File: src/rtl/scpad_dram_res_seq_pkg.sv
// rtl/scpad_dram_res_seq_pkg.sv - shared types and constants for the DRAM response sequencer
package scpad_dram_res_seq_pkg;

  localparam int SCPAD_DRAM_TAGS   = 16;
  localparam int SCPAD_DRAM_ID_W   = 8;
  localparam int SCPAD_DRAM_BEAT_W = 64;
  localparam int SCPAD_DRAM_TAG_W  = $clog2(SCPAD_DRAM_TAGS);
  localparam int SCPAD_DRAM_CNT_W  = SCPAD_DRAM_TAG_W + 1;

  // Crossbar placement of one scratchpad row; also consumed by the write latch.
  typedef struct packed {
    logic [7:0] slot_mask;
    logic [2:0] shift;
    logic [7:0] valid_mask;
  } xbar_desc_t;

  typedef struct packed {
    logic       valid;
    xbar_desc_t xbar;
    logic [2:0] num_request;
    logic [2:0] beat_cnt;
  } scpad_dram_tag_entry_t;

  typedef logic [1:0] res_seq_state_t;
  localparam res_seq_state_t ST_IDLE  = 2'd0;
  localparam res_seq_state_t ST_FILL  = 2'd1;
  localparam res_seq_state_t ST_DRAIN = 2'd2;

  function automatic logic [SCPAD_DRAM_ID_W-1:0] tag_to_id(input logic [SCPAD_DRAM_TAG_W-1:0] tag);
    return SCPAD_DRAM_ID_W'(tag);
  endfunction

endpackage

File: src/rtl/scpad_dram_res_seq_if.sv
// rtl/scpad_dram_res_seq_if.sv - issuer, DRAM response and latch-side signals of the sequencer
interface scpad_dram_res_seq_if;
  import scpad_dram_res_seq_pkg::*;

  logic                         issue_valid;
  logic                         issue_ready;
  xbar_desc_t                   issue_xbar;
  logic [2:0]                   issue_num_request;
  logic [SCPAD_DRAM_ID_W-1:0]   issue_id;

  logic                         dram_res_valid;
  logic [SCPAD_DRAM_ID_W-1:0]   dram_res_id;
  logic [SCPAD_DRAM_BEAT_W-1:0] dram_res_rddata;
  logic                         dram_res_ready;

  logic                         lat_dram_res_valid;
  logic [SCPAD_DRAM_ID_W-1:0]   lat_dram_id;
  xbar_desc_t                   lat_xbar;
  logic [2:0]                   lat_num_request;
  logic [SCPAD_DRAM_BEAT_W-1:0] lat_dram_rddata;

  logic                         sram_write_req_latched;
  logic                         be_stall;
  logic [SCPAD_DRAM_CNT_W-1:0]  outstanding;
  logic                         err_unknown_id;

  modport master (
    output issue_valid, issue_xbar, issue_num_request,
    output dram_res_valid, dram_res_id, dram_res_rddata,
    output sram_write_req_latched, be_stall,
    input  issue_ready, issue_id, dram_res_ready,
    input  lat_dram_res_valid, lat_dram_id, lat_xbar, lat_num_request, lat_dram_rddata,
    input  outstanding, err_unknown_id
  );

  modport slave (
    input  issue_valid, issue_xbar, issue_num_request,
    input  dram_res_valid, dram_res_id, dram_res_rddata,
    input  sram_write_req_latched, be_stall,
    output issue_ready, issue_id, dram_res_ready,
    output lat_dram_res_valid, lat_dram_id, lat_xbar, lat_num_request, lat_dram_rddata,
    output outstanding, err_unknown_id
  );

endinterface

File: src/rtl/scpad_dram_res_seq_tag_alloc.sv
// rtl/scpad_dram_res_seq_tag_alloc.sv - lowest-free-index priority encoder over the tag valid vector
module scpad_dram_res_seq_tag_alloc #(
  parameter int N = 16,
  parameter int W = $clog2(N)
) (
  input  logic [N-1:0] valid,
  output logic         any_free,
  output logic [W-1:0] idx
);

  // Scanning downwards lets the lowest free index be the last one written.
  always_comb begin
    any_free = 1'b0;
    idx      = '0;
    for (int i = N - 1; i >= 0; i--) begin
      if (!valid[i]) begin
        any_free = 1'b1;
        idx      = W'(i);
      end
    end
  end

endmodule

File: src/rtl/scpad_dram_res_seq.sv
// rtl/scpad_dram_res_seq.sv - tags outstanding DRAM row fills and forwards their beats one row at a time
module scpad_dram_res_seq
  import scpad_dram_res_seq_pkg::*;
(
  input  logic                 CLK,
  input  logic                 RST,
  scpad_dram_res_seq_if.slave  bus
);

  localparam int N  = SCPAD_DRAM_TAGS;
  localparam int TW = SCPAD_DRAM_TAG_W;
  localparam int IW = SCPAD_DRAM_ID_W;
  localparam int BW = SCPAD_DRAM_BEAT_W;
  localparam int CW = SCPAD_DRAM_CNT_W;

  scpad_dram_tag_entry_t tbl [N];
  logic [N-1:0]          valid_vec;

  logic           alive;
  res_seq_state_t state;
  logic [TW-1:0]  cur_tag;
  logic [CW-1:0]  outstanding_q;
  logic           err_q;

  logic           lat_valid_q;
  logic [IW-1:0]  lat_id_q;
  xbar_desc_t     lat_xbar_q;
  logic [2:0]     lat_num_q;
  logic [BW-1:0]  lat_data_q;

  logic                  any_free;
  logic [TW-1:0]         free_idx;
  logic [TW-1:0]         res_tag;
  logic                  res_in_range;
  logic                  res_hit;
  scpad_dram_tag_entry_t res_ent;
  logic                  issue_fire;
  logic                  res_fire;
  logic                  fwd;
  logic                  free_fire;

  for (genvar g = 0; g < N; g++) begin : g_valid
    assign valid_vec[g] = tbl[g].valid;
  end

  scpad_dram_res_seq_tag_alloc #(.N(N), .W(TW)) u_tag_alloc (
    .valid    (valid_vec),
    .any_free (any_free),
    .idx      (free_idx)
  );

  // Ids with non-zero upper bits can never name a table entry and are treated as unknown.
  assign res_tag      = bus.dram_res_id[TW-1:0];
  assign res_in_range = (bus.dram_res_id[IW-1:TW] == '0);
  assign res_ent      = tbl[res_tag];
  assign res_hit      = res_in_range & res_ent.valid;

  // alive holds every handshake output low until the cycle after reset is released.
  assign bus.issue_ready = alive & any_free;
  assign bus.issue_id    = alive ? tag_to_id(free_idx) : '0;

  always_comb begin
    bus.dram_res_ready = 1'b0;
    if (alive && !bus.be_stall) begin
      case (state)
        ST_IDLE: bus.dram_res_ready = 1'b1;
        ST_FILL: bus.dram_res_ready = (bus.dram_res_id == tag_to_id(cur_tag));
        default: bus.dram_res_ready = 1'b0;
      endcase
    end
  end

  assign issue_fire = bus.issue_valid & bus.issue_ready;
  assign res_fire   = bus.dram_res_valid & bus.dram_res_ready;
  assign fwd        = res_fire & res_hit;
  assign free_fire  = (state == ST_DRAIN) & bus.sram_write_req_latched;

  always_ff @(posedge CLK) begin
    if (RST) begin
      alive         <= 1'b0;
      state         <= ST_IDLE;
      cur_tag       <= '0;
      outstanding_q <= '0;
      err_q         <= 1'b0;
      lat_valid_q   <= 1'b0;
      lat_id_q      <= '0;
      lat_xbar_q    <= '0;
      lat_num_q     <= '0;
      lat_data_q    <= '0;
      for (int i = 0; i < N; i++) begin
        tbl[i] <= '0;
      end
    end else begin
      alive         <= 1'b1;
      lat_valid_q   <= 1'b0;
      outstanding_q <= outstanding_q + CW'(issue_fire) - CW'(free_fire);

      // The issued entry is free and the freed one is valid, so they never collide.
      if (issue_fire) begin
        tbl[free_idx] <= '{valid: 1'b1, xbar: bus.issue_xbar,
                           num_request: bus.issue_num_request, beat_cnt: 3'd0};
      end
      if (free_fire) begin
        tbl[cur_tag].valid <= 1'b0;
      end

      if (fwd) begin
        lat_valid_q <= 1'b1;
        lat_id_q    <= bus.dram_res_id;
        lat_xbar_q  <= res_ent.xbar;
        lat_num_q   <= res_ent.num_request;
        lat_data_q  <= bus.dram_res_rddata;
      end

      case (state)
        ST_IDLE: begin
          if (res_fire) begin
            if (res_hit) begin
              cur_tag <= res_tag;
              if (res_ent.num_request == 3'd0) begin
                state <= ST_DRAIN;
              end else begin
                state                  <= ST_FILL;
                tbl[res_tag].beat_cnt <= 3'd1;
              end
            end else begin
              err_q <= 1'b1;
            end
          end
        end
        ST_FILL: begin
          if (res_fire) begin
            if (res_ent.beat_cnt == res_ent.num_request) begin
              state <= ST_DRAIN;
            end else begin
              tbl[res_tag].beat_cnt <= res_ent.beat_cnt + 3'd1;
            end
          end
        end
        ST_DRAIN: begin
          if (bus.sram_write_req_latched) begin
            state <= ST_IDLE;
          end
        end
        default: state <= ST_IDLE;
      endcase
    end
  end

  assign bus.lat_dram_res_valid = lat_valid_q;
  assign bus.lat_dram_id        = lat_id_q;
  assign bus.lat_xbar           = lat_xbar_q;
  assign bus.lat_num_request    = lat_num_q;
  assign bus.lat_dram_rddata    = lat_data_q;
  assign bus.outstanding        = outstanding_q;
  assign bus.err_unknown_id     = err_q;

endmodule

File: src/flat_wrapper.sv
// flat-port wrapper written by rule: the top's interface ports become plain ports
module scpad_dram_res_seq_flat import scpad_dram_res_seq_pkg::*;
  (CLK, RST, bus_issue_valid, bus_issue_xbar, bus_issue_num_request, bus_dram_res_valid, bus_dram_res_id, bus_dram_res_rddata, bus_sram_write_req_latched, bus_be_stall, bus_issue_ready, bus_issue_id, bus_dram_res_ready, bus_lat_dram_res_valid, bus_lat_dram_id, bus_lat_xbar, bus_lat_num_request, bus_lat_dram_rddata, bus_outstanding, bus_err_unknown_id);
  scpad_dram_res_seq_if bus_i ();
  input  logic CLK;
  input  logic RST;
  input wire logic [$bits(bus_i.issue_valid)-1:0] bus_issue_valid;
  input wire logic [$bits(bus_i.issue_xbar)-1:0] bus_issue_xbar;
  input wire logic [$bits(bus_i.issue_num_request)-1:0] bus_issue_num_request;
  input wire logic [$bits(bus_i.dram_res_valid)-1:0] bus_dram_res_valid;
  input wire logic [$bits(bus_i.dram_res_id)-1:0] bus_dram_res_id;
  input wire logic [$bits(bus_i.dram_res_rddata)-1:0] bus_dram_res_rddata;
  input wire logic [$bits(bus_i.sram_write_req_latched)-1:0] bus_sram_write_req_latched;
  input wire logic [$bits(bus_i.be_stall)-1:0] bus_be_stall;
  output wire logic [$bits(bus_i.issue_ready)-1:0] bus_issue_ready;
  output wire logic [$bits(bus_i.issue_id)-1:0] bus_issue_id;
  output wire logic [$bits(bus_i.dram_res_ready)-1:0] bus_dram_res_ready;
  output wire logic [$bits(bus_i.lat_dram_res_valid)-1:0] bus_lat_dram_res_valid;
  output wire logic [$bits(bus_i.lat_dram_id)-1:0] bus_lat_dram_id;
  output wire logic [$bits(bus_i.lat_xbar)-1:0] bus_lat_xbar;
  output wire logic [$bits(bus_i.lat_num_request)-1:0] bus_lat_num_request;
  output wire logic [$bits(bus_i.lat_dram_rddata)-1:0] bus_lat_dram_rddata;
  output wire logic [$bits(bus_i.outstanding)-1:0] bus_outstanding;
  output wire logic [$bits(bus_i.err_unknown_id)-1:0] bus_err_unknown_id;
  assign bus_i.issue_valid = bus_issue_valid;
  assign bus_i.issue_xbar = bus_issue_xbar;
  assign bus_i.issue_num_request = bus_issue_num_request;
  assign bus_i.dram_res_valid = bus_dram_res_valid;
  assign bus_i.dram_res_id = bus_dram_res_id;
  assign bus_i.dram_res_rddata = bus_dram_res_rddata;
  assign bus_i.sram_write_req_latched = bus_sram_write_req_latched;
  assign bus_i.be_stall = bus_be_stall;
  assign bus_issue_ready = bus_i.issue_ready;
  assign bus_issue_id = bus_i.issue_id;
  assign bus_dram_res_ready = bus_i.dram_res_ready;
  assign bus_lat_dram_res_valid = bus_i.lat_dram_res_valid;
  assign bus_lat_dram_id = bus_i.lat_dram_id;
  assign bus_lat_xbar = bus_i.lat_xbar;
  assign bus_lat_num_request = bus_i.lat_num_request;
  assign bus_lat_dram_rddata = bus_i.lat_dram_rddata;
  assign bus_outstanding = bus_i.outstanding;
  assign bus_err_unknown_id = bus_i.err_unknown_id;
  scpad_dram_res_seq u_core (.CLK(CLK), .RST(RST), .bus(bus_i));
endmodule
File: config.mk
export PLATFORM = sky130hd
export DESIGN_NAME = scpad_dram_res_seq_flat
export DESIGN_NICKNAME = d
export VERILOG_FILES = /design/src/rtl/scpad_dram_res_seq_pkg.sv /design/src/rtl/scpad_dram_res_seq_if.sv /design/src/rtl/scpad_dram_res_seq_tag_alloc.sv /design/src/rtl/scpad_dram_res_seq.sv /design/src/flat_wrapper.sv
export SDC_FILE = /design/constraint.sdc
export NUM_CORES = 1
export LEC_CHECK = 0
export ABC_AREA = 1
export ABC_CLOCK_PERIOD_IN_PS = 3000
export BUFFER_PORTS_ARGS = -buffer_cell sky130_fd_sc_hd__buf_2
export CAP_MARGIN = 20
export CORE_MARGIN = 2
export CORE_UTILIZATION = 38
export DETAILED_ROUTE_END_ITERATION = 10
export MAX_ROUTING_LAYER = met4
export SETUP_SLACK_MARGIN = 0.4
export SKIP_LAST_GASP = 1
export SLEW_MARGIN = 20
export SYNTH_ARGS = -nofsm -noshare
export SYNTH_HDL_FRONTEND = slang
export SYNTH_SLANG_ARGS = --single-unit
File: constraint.sdc
create_clock -name CLK -period 3 [get_ports CLK]
set_clock_uncertainty 0.1 [all_clocks]
set_input_delay 0.6 -clock CLK [delete_from_list [all_inputs] [get_ports CLK]]
set_output_delay 0.6 -clock CLK [all_outputs]
set_load 0.02 [all_outputs]
==> results of run 1 <==
==> area by class of cell <==
cell class,count,area [um^2]
clock buffers,69,1483
clock inverters,32,301.5
fillers,5493,30480
inverters,149,570.5
multi-input cells,1667,8509
flip-flops and latches,524,14660
well taps,782,978.4
repair buffers,426,3601
==> layout by cell type (no fill, tap or decap), types with 12 or more instances in the layout <==
master                      instances
sky130_fd_sc_hd__inv_2             14
sky130_fd_sc_hd__inv_1            132
sky130_fd_sc_hd__clkbuf_16         58
sky130_fd_sc_hd__o21ai_0          290
sky130_fd_sc_hd__nand2_2           41
sky130_fd_sc_hd__edfxtp_1         416
sky130_fd_sc_hd__dfxtp_1          106
sky130_fd_sc_hd__nor2_4            26
sky130_fd_sc_hd__o22ai_1           90
sky130_fd_sc_hd__clkinv_2          14
sky130_fd_sc_hd__buf_6             34
sky130_fd_sc_hd__nand2_4           48
sky130_fd_sc_hd__nand3_1           52
sky130_fd_sc_hd__buf_2            200
sky130_fd_sc_hd__nor2_1           773
sky130_fd_sc_hd__nand3_2           16
sky130_fd_sc_hd__nor2_2            24
sky130_fd_sc_hd__a21oi_1           21
sky130_fd_sc_hd__buf_4            136
sky130_fd_sc_hd__o21ai_1           12
sky130_fd_sc_hd__nand2_1          194
sky130_fd_sc_hd__nand3_4           31
sky130_fd_sc_hd__buf_12            38
==> metal layers <==
metal  track usage  vias to the layer above  wire (um)
met5             -                        -          0
met4       0.07439                        0       2375
met3       0.02136                      136       3864
met2        0.3985                      622      37510
met1        0.2800                     9476      28120
li1              -                     9021          -
==> cells by family (layout without fill, tap and decap cells) <==
logic type	after synthesis	count (layout)	synth area share
other	1	4	0.0001605
buffers and inverters	340	676	0.06085
XOR/XNOR	3	3	0.001125
adder cells (fa/ha/maj)	7	7	0.004071
AO/OA/AOI/OAI	437	437	0.1012
AND/OR/NAND/NOR	1215	1216	0.2053
flip-flops	524	524	0.6273
==> worst min-delay path, cell delays in order <==
cell and delay (ns):
sky130_fd_sc_hd__buf_2 0.07, sky130_fd_sc_hd__nor2_1 0.03, sky130_fd_sc_hd__nor2_1 0.08
==> path summary, 6_finish.rpt <==
kind / endpoint / slack, ns / depth (start not counted)
worst max-delay path: bus_issue_id[1] / -0.05 / 10
worst min-delay path: u_core.bus.lat_dram_rddata[58]$_SDFFE_PP0P_ / 0.10 / 3
worst max register to register: u_core.tbl[7][0]$_SDFFCE_PN0P_ / 0.10 / 14
worst min register to register: u_core.bus.lat_dram_id[5]$_SDFFE_PP0P_ / 0.34 / 2
==> Yosys cell counts, drive strengths merged, types with 2 or more instances <==
cell type,instances,area share
a211oi,3,0.00096
a21oi,24,0.0053
a31oi,3,0.00080
buf,44,0.013
clkbuf,147,0.024
clkinv,3,0.00048
dfxtp,108,0.093
edfxtp,416,0.53
ha,6,0.0032
inv,146,0.023
nand2,284,0.047
nand3,99,0.022
nor2,823,0.13
nor3,7,0.0015
o211ai,4,0.0013
o21a,2,0.00064
o21ai,302,0.065
o221ai,4,0.0015
o22ai,90,0.024
o32ai,3,0.0011
xor2,2,0.00075
==> state kept, by name, summed over array words and instances (netlist names) <==
register                       flops
u_core.tbl                       416
u_core.bus.lat_dram_rddata        64
u_core.bus.lat_xbar               19
u_core.bus.lat_dram_id             8
u_core.bus.outstanding             5
u_core.cur_tag                     4
u_core.bus.lat_num_request         3
u_core.state                       2
u_core.alive                       1
u_core.bus.err_unknown_id          1
u_core.bus.lat_dram_res_valid      1
==> power groups by stage <==
| stage | Combinational, W | Clock (W) | Sequential, W |
|---|---|---|---|
| after detailed placement | 0.00133 | 0 | 0.00827 |
| final | 0.00145 | 0.00681 | 0.00811 |
| after CTS | 0.00143 | 0.00689 | 0.00811 |
| after global routing | 0.00157 | 0.00717 | 0.00813 |
| after floorplan | 0.000723 | 0 | 0.00827 |
| after global placement | 0.00132 | 0 | 0.00826 |
==> through the flow <==
stage / setup TNS, ns / hold slack [ns] / worst slack (ns) / cells
2_1_floorplan: 0 / 0.3709 / 0.1486 / 2530
5_1_grt: -0.2670 / 0.09607 / -0.1355 / 3649
6_report: -0.06015 / 0.1000 / -0.04634 / 3649
3_3_place_gp: -23.45 / 0.3248 / -0.2480 / 3486
4_1_cts: -0.05751 / 0.07114 / -0.05017 / 3633
3_5_place_dp: -26.85 / 0.3330 / -0.2910 / 3486
==> timing repair <==
item | in CTS | in global routing
endpoints found under the setup margin | 450 | 825
cloned | 13 | 0
buffers inserted | 33 | 16
gates resized for setup | 184 | 120
pin swaps | 73 | 57
==> report_table.html, run 1 <==
<table>
<tr><th>Metric</th><th>Value</th></tr>
<tr><th colspan="2">Setup path</th></tr>
<tr><td>Reg2Reg Launch Point</td><td>u_core.tbl[14][25]$_DFFE_PP_</td></tr>
<tr><td>Slowest stage delay, CP</td><td>0.41 ns</td></tr>
<tr><td>Top fanout value on the critical path</td><td>2</td></tr>
<tr><td>CP Buf/Inv Count</td><td>3</td></tr>
<tr><td>Arrival time of data at the critical path endpoint</td><td>2.35 ns</td></tr>
<tr><td>Setup crit start</td><td>u_core.tbl[14][25]$_DFFE_PP_</td></tr>
<tr><td>Element type at the critical path start</td><td>flip-flop</td></tr>
<tr><td>Family with the most delay on the worst path</td><td>simple AND/OR/NAND/NOR gates</td></tr>
<tr><td>Critical Path RT</td><td>2.30 ns</td></tr>
<tr><td>Startpoint-to-endpoint class of the critical path</td><td>reg -&gt; out</td></tr>
<tr><td>Critical Path End Type</td><td>output pin</td></tr>
<tr><td>Cell with the biggest individual delay on the critical path</td><td>sky130_fd_sc_hd__edfxtp_1</td></tr>
<tr><td>Crit-path cells</td><td>buf_4 &gt; nand2_1 &gt; nand3_1 &gt; a31oi_1 &gt; o21a_1 &gt; a21oi_1 &gt; nor2_2 &gt; inv_2 &gt; nor2_2 &gt; buf_4</td></tr>
<tr><th colspan="2">Clocking</th></tr>
<tr><td>Clock-pin slew on the worst setup and hold paths</td><td>0.06 ns</td></tr>
<tr><td>TritonCTS buffer count</td><td>55</td></tr>
<tr><td>Clock tree from TritonCTS</td><td>yes</td></tr>
<tr><td>Number of H-tree levels</td><td>2</td></tr>
<tr><td>Root buf cell</td><td>sky130_fd_sc_hd__clkbuf_16</td></tr>
<tr><td>Number of buffers added to fix hold violations after cts</td><td>0</td></tr>
<tr><td>Worst-case clock buffer depth</td><td>3</td></tr>
<tr><td>Number of sinks handled by clock tree synthesis</td><td>524</td></tr>
<tr><td>Clock latency reported for the late side of the worst-skew pair</td><td>0.64 ns</td></tr>
<tr><th colspan="2">Global route</th></tr>
<tr><td>Overall global routing resource usage</td><td>0.2286</td></tr>
<tr><td>Antenna violations before repair</td><td>0</td></tr>
<tr><td>Largest net degree at the start of global routing</td><td>119</td></tr>
<tr><td>Via count of the first global-routing pass</td><td>18660</td></tr>
<tr><td>Remaining global-route overflow</td><td>0</td></tr>
<tr><td>First-pass GRT wire length</td><td>108600 um</td></tr>
<tr><th colspan="2">Power and ir drop</th></tr>
<tr><td>Leakage power</td><td>12.76 nW</td></tr>
<tr><td>Switching power</td><td>0.003961 W</td></tr>
<tr><td>Share of power burned in the clock network</td><td>0.416</td></tr>
<tr><td>Largest vdd supply drop</td><td>0.0004569 V</td></tr>
<tr><td>Overall power of the completed layout</td><td>0.01637 W</td></tr>
<tr><td>Net switching share of the total power</td><td>0.2420</td></tr>
<tr><td>Internal power contribution</td><td>0.01241 W</td></tr>
<tr><td>PwrDens</td><td>543.9 mW/mm^2</td></tr>
<tr><td>Comb pwr share</td><td>0.089</td></tr>
<tr><td>Share of total power in sequential cells</td><td>0.496</td></tr>
<tr><th colspan="2">STA</th></tr>
<tr><td>Worst-case headroom to the max-slew limit</td><td>0.1119</td></tr>
<tr><td>Setup repair after global routing missed its margin</td><td>yes</td></tr>
<tr><td>Period Utilization, post-route</td><td>1.015</td></tr>
<tr><td>Final Slew Violations</td><td>0</td></tr>
<tr><td>Total of endpoints with negative setup slack in the final report</td><td>2</td></tr>
<tr><td>Worst path setup slack after routing</td><td>-0.04634 ns</td></tr>
<tr><td>Max frequency</td><td>328.3 MHz</td></tr>
<tr><td>Measured slew at the worst slew-check pin</td><td>1.331 ns</td></tr>
<tr><td>Crit path time final</td><td>3.046 ns</td></tr>
<tr><td>Final Hold Viols</td><td>0</td></tr>
<tr><th colspan="2">Yosys</th></tr>
<tr><td>Number of distinct library cells after synthesis</td><td>39</td></tr>
<tr><td>Number of storage elements in the synthesis netlist</td><td>524</td></tr>
<tr><td>Post-synth EDFFs</td><td>416</td></tr>
<tr><td>Portion of the post-synthesis area used by sequential elements</td><td>0.6274</td></tr>
<tr><td>Avg Synthesized Cell Area</td><td>9.244 um^2</td></tr>
<tr><td>Flip-flop cell with the highest count after synthesis</td><td>sky130_fd_sc_hd__edfxtp_1</td></tr>
<tr><td>Synth Instances</td><td>2527</td></tr>
<tr><td>Share of async-settable or async-resettable flops after synthesis</td><td>0</td></tr>
<tr><td>Synthesized cell area</td><td>0.02336 mm^2</td></tr>
<tr><td>Warning count from the yosys run</td><td>0</td></tr>
<tr><th colspan="2">Status</th></tr>
<tr><td>Status</td><td>finished, violations left</td></tr>
<tr><td>Violated checks</td><td>setup timing</td></tr>
<tr><th colspan="2">Floorplanning</th></tr>
<tr><td>Area of the die</td><td>0.06347 mm^2</td></tr>
<tr><td>Starting utilization of the core area</td><td>0.3856</td></tr>
<tr><td>Vert. Die Dim</td><td>251.9 um</td></tr>
<tr><td>Standard-cell row count</td><td>90</td></tr>
<tr><td>Die width</td><td>251.9 um</td></tr>
<tr><td>Number of top-level pins</td><td>211</td></tr>
<tr><td>Area of the core</td><td>0.06058 mm^2</td></tr>
<tr><th colspan="2">Job</th></tr>
<tr><td>Max-capacitance violation count</td><td>0</td></tr>
<tr><th colspan="2">Placement</th></tr>
<tr><td>Placer's final routability congestion estimate</td><td>0.8579</td></tr>
<tr><td>Placed wire-length estimate after detailed placement</td><td>45210 um</td></tr>
<tr><td>Cell area after placement</td><td>0.02635 mm^2</td></tr>
<tr><td># port buffers</td><td>206</td></tr>
<tr><th colspan="2">Hold path</th></tr>
<tr><td>Min-Delay Path Class</td><td>in -&gt; reg</td></tr>
<tr><td>Hold path startpoint</td><td>bus_dram_res_rddata[58]</td></tr>
<tr><th colspan="2">Finish</th></tr>
<tr><td>Number of nets in the finished design</td><td>2930</td></tr>
<tr><td>Utilization after layout</td><td>0.4968</td></tr>
<tr><td>Area growth from synthesis to layout</td><td>28.86%</td></tr>
<tr><td>Antenna diodes</td><td>0</td></tr>
<tr><td>Layout cells sized above 1</td><td>0.2543</td></tr>
<tr><td>Final Cell Area</td><td>0.03010 mm^2</td></tr>
<tr><th colspan="2">Routing</th></tr>
<tr><td>Wire length per cell after detailed routing</td><td>19.70 um</td></tr>
<tr><td>Remaining antenna violation count after routing</td><td>0</td></tr>
<tr><td>Detailed-route wire length</td><td>71880 um</td></tr>
<tr><td>Remaining DRCs</td><td>0</td></tr>
<tr><td>Total vias in the final route</td><td>19260</td></tr>
<tr><td>Starting DRT DRC Count</td><td>1924</td></tr>
<tr><td>Vias per cell</td><td>5.277</td></tr>
<tr><td>First-pass DRT Iterations</td><td>5</td></tr>
</table>
Note: power is estimated with default switching activity, not from simulation.
==> run 2, diff against run 1 <==
--- a/config.mk
+++ b/config.mk
@@ -6,7 +6,7 @@
 export NUM_CORES = 1
 export LEC_CHECK = 0
 export ABC_AREA = 1
-export ABC_CLOCK_PERIOD_IN_PS = 3000
+export ABC_CLOCK_PERIOD_IN_PS = 2470
 export BUFFER_PORTS_ARGS = -buffer_cell sky130_fd_sc_hd__buf_2
 export CAP_MARGIN = 20
 export CORE_MARGIN = 2
==> constraint.sdc (replaced) <==
create_clock -name CLK -period 2.47 [get_ports CLK]
set_clock_uncertainty 0.1 [all_clocks]
set_input_delay 0.494 -clock CLK [delete_from_list [all_inputs] [get_ports CLK]]
set_output_delay 0.494 -clock CLK [all_outputs]
set_load 0.02 [all_outputs]
==> run 2 against run 1 <==
Against the previous run:
- the run still ends with setup timing left
- sequential power up 22%
- die area stayed put
- largest power group unchanged
- highest routed layer unchanged
- non-clock buffer count rose by 181
- flip-flop and latch count unchanged
- worst setup slack lost 0.53 ns
- cell area up 10%
==> report_table.html, run 2 (synthesized netlist as in run 1, its figures left out) <==
<table>
<tr><th>Metric</th><th>Value</th></tr>
<tr><th colspan="2">Setup path</th></tr>
<tr><td>Top fanout value on the critical path</td><td>12</td></tr>
<tr><td>Critical Path RT</td><td>2.69 ns</td></tr>
<tr><td>Most common cell type on the critical path</td><td>sky130_fd_sc_hd__buf_6</td></tr>
<tr><td>Critical path capture point</td><td>u_core.tbl[3][25]$_DFFE_PP_</td></tr>
<tr><td>Number of gates on the worst path with buffers counted</td><td>23</td></tr>
<tr><td>Slack of the worst reg-to-reg path</td><td>-0.58 ns</td></tr>
<tr><td>Setup crit start</td><td>u_core.tbl[15][25]$_DFFE_PP_</td></tr>
<tr><td>Family with the most delay on the worst path</td><td>simple AND/OR/NAND/NOR gates</td></tr>
<tr><td>Length in cells of the worst reg-to-reg path</td><td>23</td></tr>
<tr><td>Critical Path End Type</td><td>flip-flop</td></tr>
<tr><td>Endpoint of the worst-slack reg-to-reg timing path</td><td>u_core.tbl[3][25]$_DFFE_PP_</td></tr>
<tr><td>Reg2Reg Launch Point</td><td>u_core.tbl[15][25]$_DFFE_PP_</td></tr>
<tr><td>Cell with the biggest individual delay on the critical path</td><td>sky130_fd_sc_hd__edfxtp_1</td></tr>
<tr><td>Startpoint-to-endpoint class of the critical path</td><td>reg -&gt; reg</td></tr>
<tr><td>Crit-path cells</td><td>inv_2 &gt; buf_4 &gt; buf_6 &gt; buf_6 &gt; buf_6 &gt; buf_6 &gt; nand2_2 &gt; o211ai_1 &gt; nand3_1 &gt; nand3_1 &gt; nand2_1 &gt; nand2_2 &gt; nor2_4 &gt; nand2_4 &gt; nand2_8 &gt; buf_6 &gt; nand2_4 &gt; nand2_4 &gt; buf_12 &gt; nor2_4 &gt; buf_12 &gt; nand3_1 &gt; nand2_1</td></tr>
<tr><td>Slowest stage delay, CP</td><td>0.41 ns</td></tr>
<tr><td>Element type at the critical path start</td><td>flip-flop</td></tr>
<tr><td>Arrival time of data at the critical path endpoint</td><td>3.27 ns</td></tr>
<tr><td>CP Buf/Inv Count</td><td>9</td></tr>
<tr><th colspan="2">Clocking</th></tr>
<tr><td>Clock latency reported for the late side of the worst-skew pair</td><td>0.63 ns</td></tr>
<tr><td>Worst-case clock buffer depth</td><td>3</td></tr>
<tr><td>Clock-pin slew on the worst setup and hold paths</td><td>0.06 ns</td></tr>
<tr><td>Clock tree from TritonCTS</td><td>yes</td></tr>
<tr><td>Number of H-tree levels</td><td>2</td></tr>
<tr><td>TritonCTS buffer count</td><td>55</td></tr>
<tr><td>Root buf cell</td><td>sky130_fd_sc_hd__clkbuf_16</td></tr>
<tr><td>Number of sinks handled by clock tree synthesis</td><td>524</td></tr>
<tr><th colspan="2">STA</th></tr>
<tr><td>Measured slew at the worst slew-check pin</td><td>0.8887 ns</td></tr>
<tr><td>Total of endpoints with negative setup slack in the final report</td><td>932</td></tr>
<tr><td>Setup repair after global routing missed its margin</td><td>yes</td></tr>
<tr><td>Final Slew Violations</td><td>0</td></tr>
<tr><td>Worst path setup slack after routing</td><td>-0.5788 ns</td></tr>
<tr><td>Final Hold Viols</td><td>0</td></tr>
<tr><td>Period Utilization, post-route</td><td>1.234</td></tr>
<tr><td>Crit path time final</td><td>3.049 ns</td></tr>
<tr><td>Max frequency</td><td>328.0 MHz</td></tr>
<tr><td>Min Hold Slack</td><td>0.01422 ns</td></tr>
<tr><td>Worst-case headroom to the max-slew limit</td><td>0.4075</td></tr>
<tr><th colspan="2">Floorplanning</th></tr>
<tr><td>Area of the core</td><td>0.06058 mm^2</td></tr>
<tr><td>Die width</td><td>251.9 um</td></tr>
<tr><td>Standard-cell row count</td><td>90</td></tr>
<tr><td>Vert. Die Dim</td><td>251.9 um</td></tr>
<tr><td>Number of top-level pins</td><td>211</td></tr>
<tr><td>Starting utilization of the core area</td><td>0.3856</td></tr>
<tr><td>Area of the die</td><td>0.06347 mm^2</td></tr>
<tr><th colspan="2">Routing</th></tr>
<tr><td>Starting DRT DRC Count</td><td>2183</td></tr>
<tr><td>Total vias in the final route</td><td>20530</td></tr>
<tr><td>Remaining antenna violation count after routing</td><td>0</td></tr>
<tr><td>Wire length per cell after detailed routing</td><td>20.83 um</td></tr>
<tr><td>First-pass DRT Iterations</td><td>6</td></tr>
<tr><td>Detailed-route wire length</td><td>79840 um</td></tr>
<tr><td>Remaining DRCs</td><td>0</td></tr>
<tr><td>Vias per cell</td><td>5.356</td></tr>
<tr><th colspan="2">Power and ir drop</th></tr>
<tr><td>Leakage power</td><td>14.11 nW</td></tr>
<tr><td>Internal power contribution</td><td>0.01564 W</td></tr>
<tr><td>Share of total power in sequential cells</td><td>0.478</td></tr>
<tr><td>Largest vdd supply drop</td><td>0.0005063 V</td></tr>
<tr><td>Switching power</td><td>0.004987 W</td></tr>
<tr><td>Comb pwr share</td><td>0.101</td></tr>
<tr><td>Share of power burned in the clock network</td><td>0.421</td></tr>
<tr><td>PwrDens</td><td>620.5 mW/mm^2</td></tr>
<tr><td>Net switching share of the total power</td><td>0.2417</td></tr>
<tr><th colspan="2">Finish</th></tr>
<tr><td>Area growth from synthesis to layout</td><td>42.31%</td></tr>
<tr><td>Layout cells sized above 1</td><td>0.3091</td></tr>
<tr><td>Max FFs per register</td><td>416</td></tr>
<tr><td>Post-layout instance count excluding filler cells</td><td>3833</td></tr>
<tr><td>Number of nets in the finished design</td><td>3111</td></tr>
<tr><td>Antenna diodes</td><td>0</td></tr>
<tr><td>Fillers</td><td>5188</td></tr>
<tr><td>Most common cell after layout, fill and taps aside</td><td>sky130_fd_sc_hd__nor2_1</td></tr>
<tr><td>Seq. cell area</td><td>0.01466 mm^2</td></tr>
<tr><td>Final Cell Area</td><td>0.03324 mm^2</td></tr>
<tr><td>Reg with most FFs</td><td>u_core.tbl</td></tr>
<tr><td>Footprint of the multi-input gates</td><td>0.009193 mm^2</td></tr>
<tr><td>Most used cells in the layout excluding fill and tap cells</td><td>sky130_fd_sc_hd__nor2_1, sky130_fd_sc_hd__edfxtp_1, sky130_fd_sc_hd__o21ai_0</td></tr>
<tr><th colspan="2">Global route</th></tr>
<tr><td>First-pass GRT wire length</td><td>112400 um</td></tr>
<tr><td>Remaining global-route overflow</td><td>0</td></tr>
<tr><td>Largest net degree at the start of global routing</td><td>87</td></tr>
<tr><td>Overall global routing resource usage</td><td>0.2353</td></tr>
<tr><td>Via count of the first global-routing pass</td><td>19670</td></tr>
<tr><td>Antenna violations before repair</td><td>0</td></tr>
<tr><th colspan="2">Status</th></tr>
<tr><td>Status</td><td>finished, violations left</td></tr>
<tr><td>Violated checks</td><td>setup timing</td></tr>
<tr><th colspan="2">Placement</th></tr>
<tr><td>Total placed cells including tap cells</td><td>3567</td></tr>
<tr><td>Placed wire-length estimate after detailed placement</td><td>46970 um</td></tr>
<tr><td># port buffers</td><td>206</td></tr>
<tr><td>Placer's final routability congestion estimate</td><td>0.8956</td></tr>
<tr><td>Worst setup slack before clock tree synthesis</td><td>-0.7457 ns</td></tr>
<tr><td>Cell area after placement</td><td>0.02728 mm^2</td></tr>
<tr><th colspan="2">Job</th></tr>
<tr><td>Max-capacitance violation count</td><td>0</td></tr>
<tr><th colspan="2">Hold path</th></tr>
<tr><td>Min-Delay Path Class</td><td>in -&gt; reg</td></tr>
</table>
## run 2: metal layers
layer	wire [um]	vias up	global-route usage
met4	2761	0	0.09180
met2	40230	860	0.4087
met3	5501	175	0.02476
met5	0	-	-
met1	31340	10080	0.2816
li1	-	9419	-
## run 2: area by class of cell
class                      count  area share
clock buffer                  74     0.04803
sequential                   524      0.4410
clock inverter                30    0.009184
tap                          782     0.02944
inverter                     149     0.01728
timing repair buffer         607      0.1786
multi-input combinational   1667      0.2765
## run 2: timing repair
action | 4_1_cts | 5_1_grt
resized for setup | 178 | 285
hold buffers | 55 | 0
gates cloned | 13 | 36
pin swaps | 69 | 55
setup buffers | 33 | 25
endpoints found under the hold margin | 55 | 0
endpoints found under the setup margin | 935 | 944
## run 2: power groups by stage
stage               logic [W]  clock network, W  registers [W]
floorplan            0.000901                 0         0.0100
global placement      0.00170                 0         0.0100
detailed placement    0.00173                 0         0.0100
CTS                   0.00187           0.00875        0.00985
global route          0.00222           0.00909        0.00988
finish                0.00208           0.00869        0.00986
## run 2: worst min path at each step
stage	slack [ns]	endpoint	cells past startpoint	from
after floorplan	0.37	u_core.cur_tag[0]$_SDFFE_PP0P_	2	u_core.cur_tag[0]$_SDFFE_PP0P_
after global placement	0.33	u_core.bus.lat_dram_id[6]$_SDFFE_PP0P_	2	u_core.bus.lat_dram_id[6]$_SDFFE_PP0P_
after detailed placement	0.33	u_core.bus.lat_dram_id[7]$_SDFFE_PP0P_	2	u_core.bus.lat_dram_id[7]$_SDFFE_PP0P_
after CTS	0.00004	u_core.bus.lat_dram_rddata[31]$_SDFFE_PP0P_	3	bus_dram_res_rddata[31]
after global routing	0.009	u_core.bus.lat_dram_rddata[58]$_SDFFE_PP0P_	3	bus_dram_res_rddata[58]
final	0.01	u_core.bus.lat_dram_rddata[58]$_SDFFE_PP0P_	3	bus_dram_res_rddata[58]
## run 2: worst reg2reg max path, stage by stage (launching register included)
cell and delay, ns:
sky130_fd_sc_hd__edfxtp_1 0.41, sky130_fd_sc_hd__inv_2 0.08, sky130_fd_sc_hd__buf_4 0.10, sky130_fd_sc_hd__buf_6 0.08
sky130_fd_sc_hd__buf_6 0.08, sky130_fd_sc_hd__buf_6 0.08, sky130_fd_sc_hd__buf_6 0.08, sky130_fd_sc_hd__nand2_2 0.03
sky130_fd_sc_hd__o211ai_1 0.08, sky130_fd_sc_hd__nand3_1 0.13, sky130_fd_sc_hd__nand3_1 0.10, sky130_fd_sc_hd__nand2_1 0.07
sky130_fd_sc_hd__nand2_2 0.13, sky130_fd_sc_hd__nor2_4 0.07, sky130_fd_sc_hd__nand2_4 0.13, sky130_fd_sc_hd__nand2_8 0.12
sky130_fd_sc_hd__buf_6 0.14, sky130_fd_sc_hd__nand2_4 0.05, sky130_fd_sc_hd__nand2_4 0.07, sky130_fd_sc_hd__buf_12 0.13
sky130_fd_sc_hd__nor2_4 0.11, sky130_fd_sc_hd__buf_12 0.17, sky130_fd_sc_hd__nand3_1 0.12, sky130_fd_sc_hd__nand2_1 0.11
## run 2: stage by stage
step           utilization  setup TNS [ns]  total power, W
2_1_floorplan            -          -25.59         0.01094
3_3_place_gp        0.4502         -118.01         0.01173
6_report            0.5487         -200.56         0.02063
3_5_place_dp        0.4502         -137.16         0.01177
4_1_cts             0.5140         -168.27         0.02047
5_1_grt             0.5487         -352.81         0.02118
==> run 3, diff against run 2 <==
--- a/config.mk
+++ b/config.mk
@@ -12,6 +12,7 @@
 export CORE_MARGIN = 2
 export CORE_UTILIZATION = 38
 export DETAILED_ROUTE_END_ITERATION = 10
+export HOLD_SLACK_MARGIN = 0.02
 export MAX_ROUTING_LAYER = met4
 export SETUP_SLACK_MARGIN = 0.4
 export SKIP_LAST_GASP = 1
==> run 3 against run 2 <==
Against the previous run:
- the flow still finishes with violations (setup timing)
- flip-flop and latch count is the same
- worst setup slack got worse by 0.017 ns
- maximum frequency is 0.55% lower
- worst hold slack improved by 0.043 ns
- combinational power rose by 3%
- sequential power about the same
- wire length grew 4.7%
- sequential share of layout area shrank 1.1 points
- first-iteration DRC count grew 14%
- die area did not move
- final cell count grew 0.94%
- critical path depth is 1 higher
- critical path type unchanged
- critical endpoint is now u_core.tbl[11][25]$_DFFE_PP_
- largest cell class unchanged
- largest power group unchanged
==> report_table.html, run 3 (synthesized netlist as in run 1, its figures left out) <==
<table>
<tr><th>Metric</th><th>Value</th></tr>
<tr><th colspan="2">Status</th></tr>
<tr><td>Status</td><td>finished, violations left</td></tr>
<tr><td>Violated checks</td><td>setup timing</td></tr>
<tr><th colspan="2">Floorplanning</th></tr>
<tr><td>Starting utilization of the core area</td><td>0.3856</td></tr>
<tr><td>Standard-cell row count</td><td>90</td></tr>
<tr><td>Area of the die</td><td>0.06347 mm^2</td></tr>
<tr><td>Area of the core</td><td>0.06058 mm^2</td></tr>
<tr><td>Number of top-level pins</td><td>211</td></tr>
<tr><td>Vert. Die Dim</td><td>251.9 um</td></tr>
<tr><td>Die width</td><td>251.9 um</td></tr>
<tr><th colspan="2">Finish</th></tr>
<tr><td>Antenna diodes</td><td>0</td></tr>
<tr><td>Footprint of the multi-input gates</td><td>0.009323 mm^2</td></tr>
<tr><td>Seq. cell area</td><td>0.01466 mm^2</td></tr>
<tr><td>Number of nets in the finished design</td><td>3147</td></tr>
<tr><td>Most used cells in the layout excluding fill and tap cells</td><td>sky130_fd_sc_hd__nor2_1, sky130_fd_sc_hd__edfxtp_1, sky130_fd_sc_hd__o21ai_0</td></tr>
<tr><td>Most common cell after layout, fill and taps aside</td><td>sky130_fd_sc_hd__nor2_1</td></tr>
<tr><td>Reg with most FFs</td><td>u_core.tbl</td></tr>
<tr><td>Utilization after layout</td><td>0.5624</td></tr>
<tr><td>Post-layout instance count excluding filler cells</td><td>3869</td></tr>
<tr><td>Max FFs per register</td><td>416</td></tr>
<tr><td>Layout cells sized above 1</td><td>0.3210</td></tr>
<tr><td>Area growth from synthesis to layout</td><td>45.87%</td></tr>
<tr><td>Final Cell Area</td><td>0.03407 mm^2</td></tr>
<tr><td>Fillers</td><td>5046</td></tr>
<tr><th colspan="2">Global route</th></tr>
<tr><td>Remaining global-route overflow</td><td>0</td></tr>
<tr><td>Antenna violations before repair</td><td>1</td></tr>
<tr><td>First-pass GRT wire length</td><td>112900 um</td></tr>
<tr><td>Largest net degree at the start of global routing</td><td>87</td></tr>
<tr><td>Overall global routing resource usage</td><td>0.2364</td></tr>
<tr><td>Via count of the first global-routing pass</td><td>19770</td></tr>
<tr><th colspan="2">Hold path</th></tr>
<tr><td>Depth of the worst hold-timing path</td><td>3</td></tr>
<tr><td>Hold path startpoint</td><td>bus_dram_res_rddata[57]</td></tr>
<tr><td>Min-Delay Path Class</td><td>in -&gt; reg</td></tr>
<tr><td>Worst Hold Path EP</td><td>u_core.bus.lat_dram_rddata[57]$_SDFFE_PP0P_</td></tr>
<tr><th colspan="2">STA</th></tr>
<tr><td>Worst path setup slack after routing</td><td>-0.5956 ns</td></tr>
<tr><td>Crit path time final</td><td>3.066 ns</td></tr>
<tr><td>Worst-case headroom to the max-slew limit</td><td>0.3805</td></tr>
<tr><td>Measured slew at the worst slew-check pin</td><td>0.9283 ns</td></tr>
<tr><td>Setup repair after global routing missed its margin</td><td>yes</td></tr>
<tr><td>Final Slew Violations</td><td>0</td></tr>
<tr><td>Period Utilization, post-route</td><td>1.241</td></tr>
<tr><td>Total of endpoints with negative setup slack in the final report</td><td>930</td></tr>
<tr><td>Final Hold Viols</td><td>0</td></tr>
<tr><td>Max frequency</td><td>326.2 MHz</td></tr>
<tr><th colspan="2">Setup path</th></tr>
<tr><td>Critical Path RT</td><td>2.74 ns</td></tr>
<tr><td>Top fanout value on the critical path</td><td>12</td></tr>
<tr><td>Length in cells of the worst reg-to-reg path</td><td>24</td></tr>
<tr><td>Startpoint-to-endpoint class of the critical path</td><td>reg -&gt; reg</td></tr>
<tr><td>Endpoint of the worst-slack reg-to-reg timing path</td><td>u_core.tbl[11][25]$_DFFE_PP_</td></tr>
<tr><td>Slack of the worst reg-to-reg path</td><td>-0.60 ns</td></tr>
<tr><td>Reg2Reg Launch Point</td><td>u_core.tbl[15][25]$_DFFE_PP_</td></tr>
<tr><td>Arrival time of data at the critical path endpoint</td><td>3.34 ns</td></tr>
<tr><td>Critical Path End Type</td><td>flip-flop</td></tr>
<tr><td>Element type at the critical path start</td><td>flip-flop</td></tr>
<tr><th colspan="2">Clocking</th></tr>
<tr><td>Worst-case clock buffer depth</td><td>3</td></tr>
<tr><td>Root buf cell</td><td>sky130_fd_sc_hd__clkbuf_16</td></tr>
<tr><td>Number of sinks handled by clock tree synthesis</td><td>524</td></tr>
<tr><td>TritonCTS buffer count</td><td>55</td></tr>
<tr><td>Clock latency reported for the late side of the worst-skew pair</td><td>0.64 ns</td></tr>
<tr><td>Clock tree from TritonCTS</td><td>yes</td></tr>
<tr><td>Number of H-tree levels</td><td>2</td></tr>
<tr><td>Clock-pin slew on the worst setup and hold paths</td><td>0.06 ns</td></tr>
<tr><th colspan="2">Placement</th></tr>
<tr><td>Cell area after placement</td><td>0.02728 mm^2</td></tr>
<tr><td>Placed wire-length estimate after detailed placement</td><td>46970 um</td></tr>
<tr><td>Placer's final routability congestion estimate</td><td>0.8956</td></tr>
<tr><td># port buffers</td><td>206</td></tr>
<tr><td>Total placed cells including tap cells</td><td>3567</td></tr>
<tr><th colspan="2">Power and ir drop</th></tr>
<tr><td>PwrDens</td><td>608.8 mW/mm^2</td></tr>
<tr><td>Internal power contribution</td><td>0.01568 W</td></tr>
<tr><td>Share of total power in sequential cells</td><td>0.475</td></tr>
<tr><td>Switching power</td><td>0.005064 W</td></tr>
<tr><td>Share of power burned in the clock network</td><td>0.421</td></tr>
<tr><td>Leakage power</td><td>14.45 nW</td></tr>
<tr><td>Overall power of the completed layout</td><td>0.02074 W</td></tr>
<tr><td>Net switching share of the total power</td><td>0.2441</td></tr>
<tr><td>Largest vdd supply drop</td><td>0.0005189 V</td></tr>
<tr><td>Comb pwr share</td><td>0.104</td></tr>
<tr><th colspan="2">Job</th></tr>
<tr><td>Max-capacitance violation count</td><td>0</td></tr>
<tr><th colspan="2">Routing</th></tr>
<tr><td>Remaining antenna violation count after routing</td><td>0</td></tr>
<tr><td>Remaining DRCs</td><td>0</td></tr>
<tr><td>Starting DRT DRC Count</td><td>2482</td></tr>
<tr><td>Detailed-route wire length</td><td>83620 um</td></tr>
<tr><td>Wire length per cell after detailed routing</td><td>21.61 um</td></tr>
<tr><td>Vias per cell</td><td>5.420</td></tr>
<tr><td>First-pass DRT Iterations</td><td>5</td></tr>
<tr><td>Total vias in the final route</td><td>20970</td></tr>
</table>
==> run 3: critical path: stages (launching register included) <==
cell and delay [ns]:
sky130_fd_sc_hd__edfxtp_1 0.42, sky130_fd_sc_hd__inv_2 0.08, sky130_fd_sc_hd__buf_4 0.10, sky130_fd_sc_hd__buf_6 0.08, sky130_fd_sc_hd__buf_6 0.08, sky130_fd_sc_hd__buf_6 0.08, sky130_fd_sc_hd__buf_6 0.08, sky130_fd_sc_hd__nand2_2 0.03
sky130_fd_sc_hd__o211ai_1 0.08, sky130_fd_sc_hd__nand3_1 0.13, sky130_fd_sc_hd__nand3_1 0.10, sky130_fd_sc_hd__nand2_1 0.07, sky130_fd_sc_hd__nand2_2 0.13, sky130_fd_sc_hd__nor2_4 0.07, sky130_fd_sc_hd__nand2_4 0.13, sky130_fd_sc_hd__nand2_8 0.11
sky130_fd_sc_hd__buf_6 0.14, sky130_fd_sc_hd__nand2_4 0.05, sky130_fd_sc_hd__nand2_4 0.07, sky130_fd_sc_hd__buf_12 0.13, sky130_fd_sc_hd__nor2_4 0.11, sky130_fd_sc_hd__buf_12 0.17, sky130_fd_sc_hd__nand3_1 0.13, sky130_fd_sc_hd__nand2_1 0.11
sky130_fd_sc_hd__inv_1 0.04
==> run 3: repair_timing <==
action / CTS / global route
endpoints found under the setup margin: 935 / 944
gates resized for setup: 178 / 349
gates cloned: 13 / 56
pin swaps: 69 / 60
hold buffers: 63 / 0
buffers inserted: 33 / 33
hold endpoints to repair: 63 / 0
==> run 3: cell type report <==
cell class / count / share of cell area
flip-flops and latches: 524 / 0.4302
inverters: 149 / 0.01722
multi-input cells: 1667 / 0.2736
well taps: 782 / 0.02872
clock buffers: 74 / 0.04686
repair buffers: 643 / 0.1944
clock inverters: 30 / 0.008960
==> run 3: metrics by stage <==
| step | setup WS, ns | setup TNS, ns | hold slack, ns |
|---|---|---|---|
| 6_report | -0.5956 | -224.87 | 0.05705 |
| 5_1_grt | -0.7461 | -358.78 | 0.05941 |
| 4_1_cts | -0.5529 | -168.27 | 0.03461 |
| 3_5_place_dp | -0.7457 | -137.16 | 0.3301 |
| 3_3_place_gp | -0.7106 | -118.01 | 0.3268 |
| 2_1_floorplan | -0.2628 | -25.59 | 0.3729 |
==> run 3: power by group through the flow <==
stage | Combinational [W] | Clock (W) | Sequential, W
floorplan | 0.000901 | 0 | 0.0100
global placement | 0.00170 | 0 | 0.0100
detailed placement | 0.00173 | 0 | 0.0100
CTS | 0.00188 | 0.00875 | 0.00985
global route | 0.00229 | 0.00909 | 0.00988
finish | 0.00215 | 0.00874 | 0.00986
==> run 3: how the worst max path moves through the flow <==
| stage | start | to | slack [ns] |
|---|---|---|---|
| 6_report | u_core.tbl[15][25]$_DFFE_PP_ | u_core.tbl[11][25]$_DFFE_PP_ | -0.60 |
| 5_1_grt | u_core.tbl[15][25]$_DFFE_PP_ | u_core.tbl[11][25]$_DFFE_PP_ | -0.75 |
| 4_1_cts | u_core.tbl[15][25]$_DFFE_PP_ | bus_issue_id[0] | -0.55 |
| 3_5_place_dp | bus_dram_res_id[1] | u_core.tbl[10][0]$_SDFFCE_PN0P_ | -0.75 |
| 3_3_place_gp | bus_dram_res_id[1] | u_core.tbl[13][1]$_SDFFCE_PN0P_ | -0.71 |
| 2_1_floorplan | bus_dram_res_id[0] | u_core.tbl[3][0]$_SDFFCE_PN0P_ | -0.26 |
==> run 3: metal layers <==
metal	wire (um)	track usage
met3	6195	0.02517
met4	3011	0.09451
met5	0	-
met2	41650	0.4108
met1	32760	0.2817
